<file path="config.mk">
export PLATFORM = sky130hd
export DESIGN_NAME = microwave_cook_timer
export DESIGN_NICKNAME = d
export VERILOG_FILES = /design/src/rtl/microwave_cook_timer.sv
export SDC_FILE = /design/constraint.sdc
export NUM_CORES = 1
export LEC_CHECK = 0
export ABC_AREA = 1
export CORE_ASPECT_RATIO = 0.75
export CORE_UTILIZATION = 55
export DETAILED_ROUTE_END_ITERATION = 10
export PLACE_DENSITY = 0.79
export SYNTH_ARGS = -nofsm -noshare
export SYNTH_HDL_FRONTEND = slang
export SYNTH_SLANG_ARGS = --single-unit
</file>
<file path="constraint.sdc">
create_clock -name clk -period 2.5 [get_ports clk]
set_input_delay 0.25 -clock clk [delete_from_list [all_inputs] [get_ports clk]]
set_output_delay 0.25 -clock clk [all_outputs]
set_load 0.01 [all_outputs]
</file>
<file path="src/rtl/microwave_cook_timer.sv">
`default_nettype none
// +------------------------------------------------------------------------+
// | microwave_cook_timer: whole-second cook countdown with duty-cycled     |
// | magnetron enable and one-cycle finish pulse.                 rev 1.0   |
// +------------------------------------------------------------------------+
module microwave_cook_timer #(
  parameter int TICKS_PER_SEC = 1000,
  parameter int TIME_W        = 8
) (
  input  logic              clk,
  input  logic              nrst,
  input  logic              load,
  input  logic [TIME_W-1:0] time_in,
  input  logic [1:0]        power,
  input  logic              run,
  input  logic              clear,
  output logic              finish,
  output logic              mag_on,
  output logic [TIME_W-1:0] remaining,
  output logic              busy
);

  localparam int c_PRE_W = (TICKS_PER_SEC > 1) ? $clog2(TICKS_PER_SEC) : 1;
  localparam logic [c_PRE_W-1:0] c_PRE_MAX = c_PRE_W'(TICKS_PER_SEC - 1);
  localparam logic [TIME_W-1:0]  c_ONE_SEC = TIME_W'(1);

  typedef enum logic [1:0] {
    S_IDLE  = 2'd0,
    S_ARMED = 2'd1,
    S_RUN   = 2'd2,
    S_DONE  = 2'd3
  } state_t;

  state_t              r_state;
  state_t              w_state_nxt;
  logic [TIME_W-1:0]   r_remaining;
  logic [TIME_W-1:0]   w_remaining_nxt;
  logic [c_PRE_W-1:0]  r_pre;
  logic [c_PRE_W-1:0]  w_pre_nxt;
  logic [1:0]          r_ph;
  logic [1:0]          w_ph_nxt;
  logic [1:0]          r_pwr;
  logic [1:0]          w_pwr_nxt;
  logic                w_load_ok;
  logic                w_wrap;

  assign w_load_ok = load && (time_in != '0);
  assign w_wrap    = (r_pre == c_PRE_MAX);

  always_ff @(posedge clk or negedge nrst) begin
    if (!nrst) begin
      r_state     <= S_IDLE;
      r_remaining <= '0;
      r_pre       <= '0;
      r_ph        <= '0;
      r_pwr       <= '0;
    end else begin
      r_state     <= w_state_nxt;
      r_remaining <= w_remaining_nxt;
      r_pre       <= w_pre_nxt;
      r_ph        <= w_ph_nxt;
      r_pwr       <= w_pwr_nxt;
    end
  end

  always_comb begin
    w_state_nxt     = r_state;
    w_remaining_nxt = r_remaining;
    w_pre_nxt       = r_pre;
    w_ph_nxt        = r_ph;
    w_pwr_nxt       = r_pwr;

    if (clear) begin
      // Abort wins over a due decrement, so DONE is never reached from here.
      w_state_nxt     = S_IDLE;
      w_remaining_nxt = '0;
      w_pre_nxt       = '0;
      w_ph_nxt        = '0;
    end else begin
      unique case (r_state)
        S_IDLE: begin
          if (w_load_ok) begin
            w_state_nxt     = S_ARMED;
            w_remaining_nxt = time_in;
            w_pwr_nxt       = power;
            w_pre_nxt       = '0;
            w_ph_nxt        = '0;
          end
        end
        S_ARMED: begin
          // A reload takes precedence over starting the count.
          if (w_load_ok) begin
            w_remaining_nxt = time_in;
            w_pwr_nxt       = power;
            w_pre_nxt       = '0;
            w_ph_nxt        = '0;
          end else if (run) begin
            w_state_nxt = S_RUN;
          end
        end
        S_RUN: begin
          if (!run) begin
            w_state_nxt = S_ARMED;
          end else if (w_wrap) begin
            w_pre_nxt       = '0;
            w_remaining_nxt = r_remaining - c_ONE_SEC;
            w_ph_nxt        = r_ph + 2'd1;
            if (r_remaining == c_ONE_SEC) begin
              w_state_nxt = S_DONE;
            end
          end else begin
            w_pre_nxt = r_pre + c_PRE_W'(1);
          end
        end
        S_DONE: begin
          w_state_nxt     = S_IDLE;
          w_remaining_nxt = '0;
        end
        default: begin
          w_state_nxt = S_IDLE;
        end
      endcase
    end
  end

  assign finish    = (r_state == S_DONE);
  assign busy      = (r_state == S_ARMED) || (r_state == S_RUN);
  assign remaining = r_remaining;
  assign mag_on    = (r_state == S_RUN) && run && (r_ph <= r_pwr);

endmodule
`default_nettype wire
</file>
==> flow_summary.yaml <==
power:
  swShare_pct: 44.7
  power.leakage_nw: 1.05
  finalPower_mw: 2.05
  p_seq_share_pct: 28.4
  switchingPower_mw: 0.918
  power.density_mw_per_mm2: 963
  ir_drop_uv: 608
  power.clock.fraction_pct: 17.0
  pwr-share-comb_pct: 54.7
  p_int_mw: 1.13
detailed_routing:
  first_pass_iters: 5
  wl_per_cell_um: 12.4
  via_count: 1678
  routed_wl_um: 3980
  first_iter_violations: 133
  viasPerCell: 5.24
  drc_errors: 0
  ant_nets: 0
logic_synthesis:
  yosysWarnings: 0
  yosysTopAreaCell: "dfrtp_1"
  syn_inst: 254
  synth_top_area_share_pct: 34.0
  ys.flop_type: "dfrtp_1"
  synth_cell_types: 32
  yosysSeqAreaShare_pct: 34.0
  synth_edf_count: 0
  syn_avg_cell_area_um2: 6.96
  syn_area_mm2: 0.00177
  synth_fp_nets: 278
  synthTopCellsByArea: "dfrtp_1 34%, nand2_1 15%, inv_1 7.0%, ha_1 6.4%, nor2_1 6.2%"
  synth_seq_cells: 24
  synthArstFlopShare_pct: 100
sta:
  fin_skew_ns: 0.00252
  drv_slew: 0
  setup_viol: 0
  tns_ns: 0
  grt_setup_unrepaired: "false"
  period_share_pct: 83.5
  setup_slack_ns: 0.412
  fmax_ghz: 0.479
  worst_pin_slew_ns: 0.462
  hold_viol_final: 0
  slew-limit-headroom_pct: 69.1
  period_needed_ns: 2.09
place:
  hpwl_um: 3020
  port_buffers: 25
  pre_cts_ws_ns: 0.518
  finalWeightedCongestion: 0.894
clock_network:
  cts-buffers-inserted: 3
  htree_levels: 1
  cts_tree: "built"
  root_buffer: "clkbuf_8"
  cts_repair_resize_count: 0
  clkTransAtPathRegs_ns: 0.09
  postCtsSetupBuffers: 0
  clockBufferDepth: 2
  clock_latency_ns: 0.27
  numClockSinks: 24
  hold_buffers: 0
critical_path:
  crit_path_end_kind: "output port"
  path_cells: "inv_1 -> ha_1 -> nand2_1 -> a21oi_1 -> clkdlybuf4s50_1"
  crit_type: "reg -> out"
  crit_family: "buffers and inverters"
  worst-path-buf-inv: 2
  crit_path_top_delay_cell: "clkdlybuf4s50_1"
  worst_ep_arrival_time_ns: 1.84
  cp-start-kind: "flip-flop"
  worstPathMaxFanout: 6
  cpPeakStageDelay_ns: 0.55
  crit_required_ns: 2.25
global_routing:
  overflow: 0
  grt_use_total_pct: 26.8
  grt_max_degree: 25
  grt_pass1_wl_um: 6890
  grt_pass1_vias: 1564
  grt_antenna_before_repair: 0
min_path:
  hold_path_class: "in -> async"
die:
  chipHeight_um: 51.1
  die_area_mm2: 0.00345
  fp-row-count: 17
  start_util_pct: 58.9
  pin_count: 26
  core_area_mm2: 0.00300
  die_x_um: 67.4
job:
  cap_viol_max_count: 0
run_status:
  status: "finished clean"
finish:
  syn_to_final_growth_pct: 20.5
  drive_above_1_share_pct: 11.0
  final_net_count: 307
  diodes: 0
-- kinds of logic after synthesis --
| group | after synthesis | synth area share [%] |
|---|---|---|
| xor+xnor | 2 | 0.992 |
| fa+ha+maj | 9 | 6.37 |
| mux | 1 | 0.637 |
| flops | 24 | 34.0 |
| simple gates | 138 | 35.1 |
| compound gates | 36 | 12.6 |
| buf+inv | 44 | 10.3 |
-- final timing paths --
path | start | end | slack (ns) | cells after the start
min reg2reg | r_pre[9] | r_pre[9] | 0.50 | 2
max reg2reg | r_state[1] | r_pre[3] | 0.73 | 11
max | r_state[0] | mag_on | 0.41 | 5
min in group clk | r_pre[9] | r_pre[9] | 0.50 | 2
max in group asynchronous | nrst | remaining[1] | 1.92 | 2
min | nrst | remaining[7] | 0.33 | 2
-- synthesized netlist by cell type, types with 5 or more instances --
cell	number
nand2_1	71
inv_1	33
ha_1	9
a21oi_1	6
o21ai_1	7
dfrtp_1	24
nand3_1	17
inv_2	6
nand4_1	5
o21ai_0	12
nor2_1	29
-- through the flow --
stage	std cells	area, µm²	hold slack (ns)	utilization [%]
floorplan	254	1770	-0.0456	-
global placement	316	2060	0.473	68.6
detailed placement	316	2060	0.478	68.6
CTS	320	2130	0.347	71.0
global route	320	2130	0.374	71.0
finish	320	2130	0.331	71.0
-- layout make-up --
cell class / count / area [µm²]
timing repair buffer: 28 / 273
clock inverter: 1 / 30.0
multi-input combinational: 186 / 985
tap: 38 / 47.5
clock buffer: 3 / 41.3
fill: 256 / 870
inverter: 40 / 153
sequential: 24 / 601
-- placed cells by master (no fill, tap or decap), types with 3 or more instances in the layout --
| cell type | instances |
|---|---|
| nand3_1 | 17 |
| dfrtp_1 | 24 |
| nand2_2 | 3 |
| nor2_1 | 29 |
| nor3_1 | 3 |
| clkbuf_8 | 3 |
| a21oi_1 | 6 |
| o22ai_1 | 3 |
| ha_1 | 9 |
| o21ai_0 | 12 |
| o21ai_1 | 7 |
| buf_4 | 3 |
| inv_2 | 6 |
| o21bai_1 | 3 |
| nand4_1 | 5 |
| inv_1 | 33 |
| clkdlybuf4s50_1 | 25 |
| nand2_1 | 71 |
-- sequential cells by signal, summed over array words and instances (netlist names) --
signal and cells:
r_state 2, r_pre 10, r_ph 2, remaining 8
r_pwr 2
-- worst register-to-register path, delay by kind of cell (launching register included) --
kind / cells / cell delay (ns)
adders and majority gates: 1 / 0.22
DFF: 1 / 0.44
AOI/OAI and AO/OA: 1 / 0.07
and+or+nand+nor: 7 / 0.79
buffers and inverters: 2 / 0.19
-- layer usage --
metal / vias to the layer above / share of wire, % / global-route usage [%]
met1: 749 / 49 / 39.2
met4: 0 / 0.96 / 8.51
met5: - / 0 / 0
met3: 5 / 7.1 / 4.69
met2: 64 / 43 / 39.5
li1: 860 / - / -
-- power by group through the flow --
stage	clock (mW)	sequential, mW	combinational [mW]
global placement	0	0.585	1.09
finish	0.348	0.582	1.12
detailed placement	0	0.589	1.10
floorplan	0	0.586	0.778
CTS	0.353	0.583	1.11
global route	0.366	0.596	1.26
No activity file was read; power rests on OpenSTA's default activity.
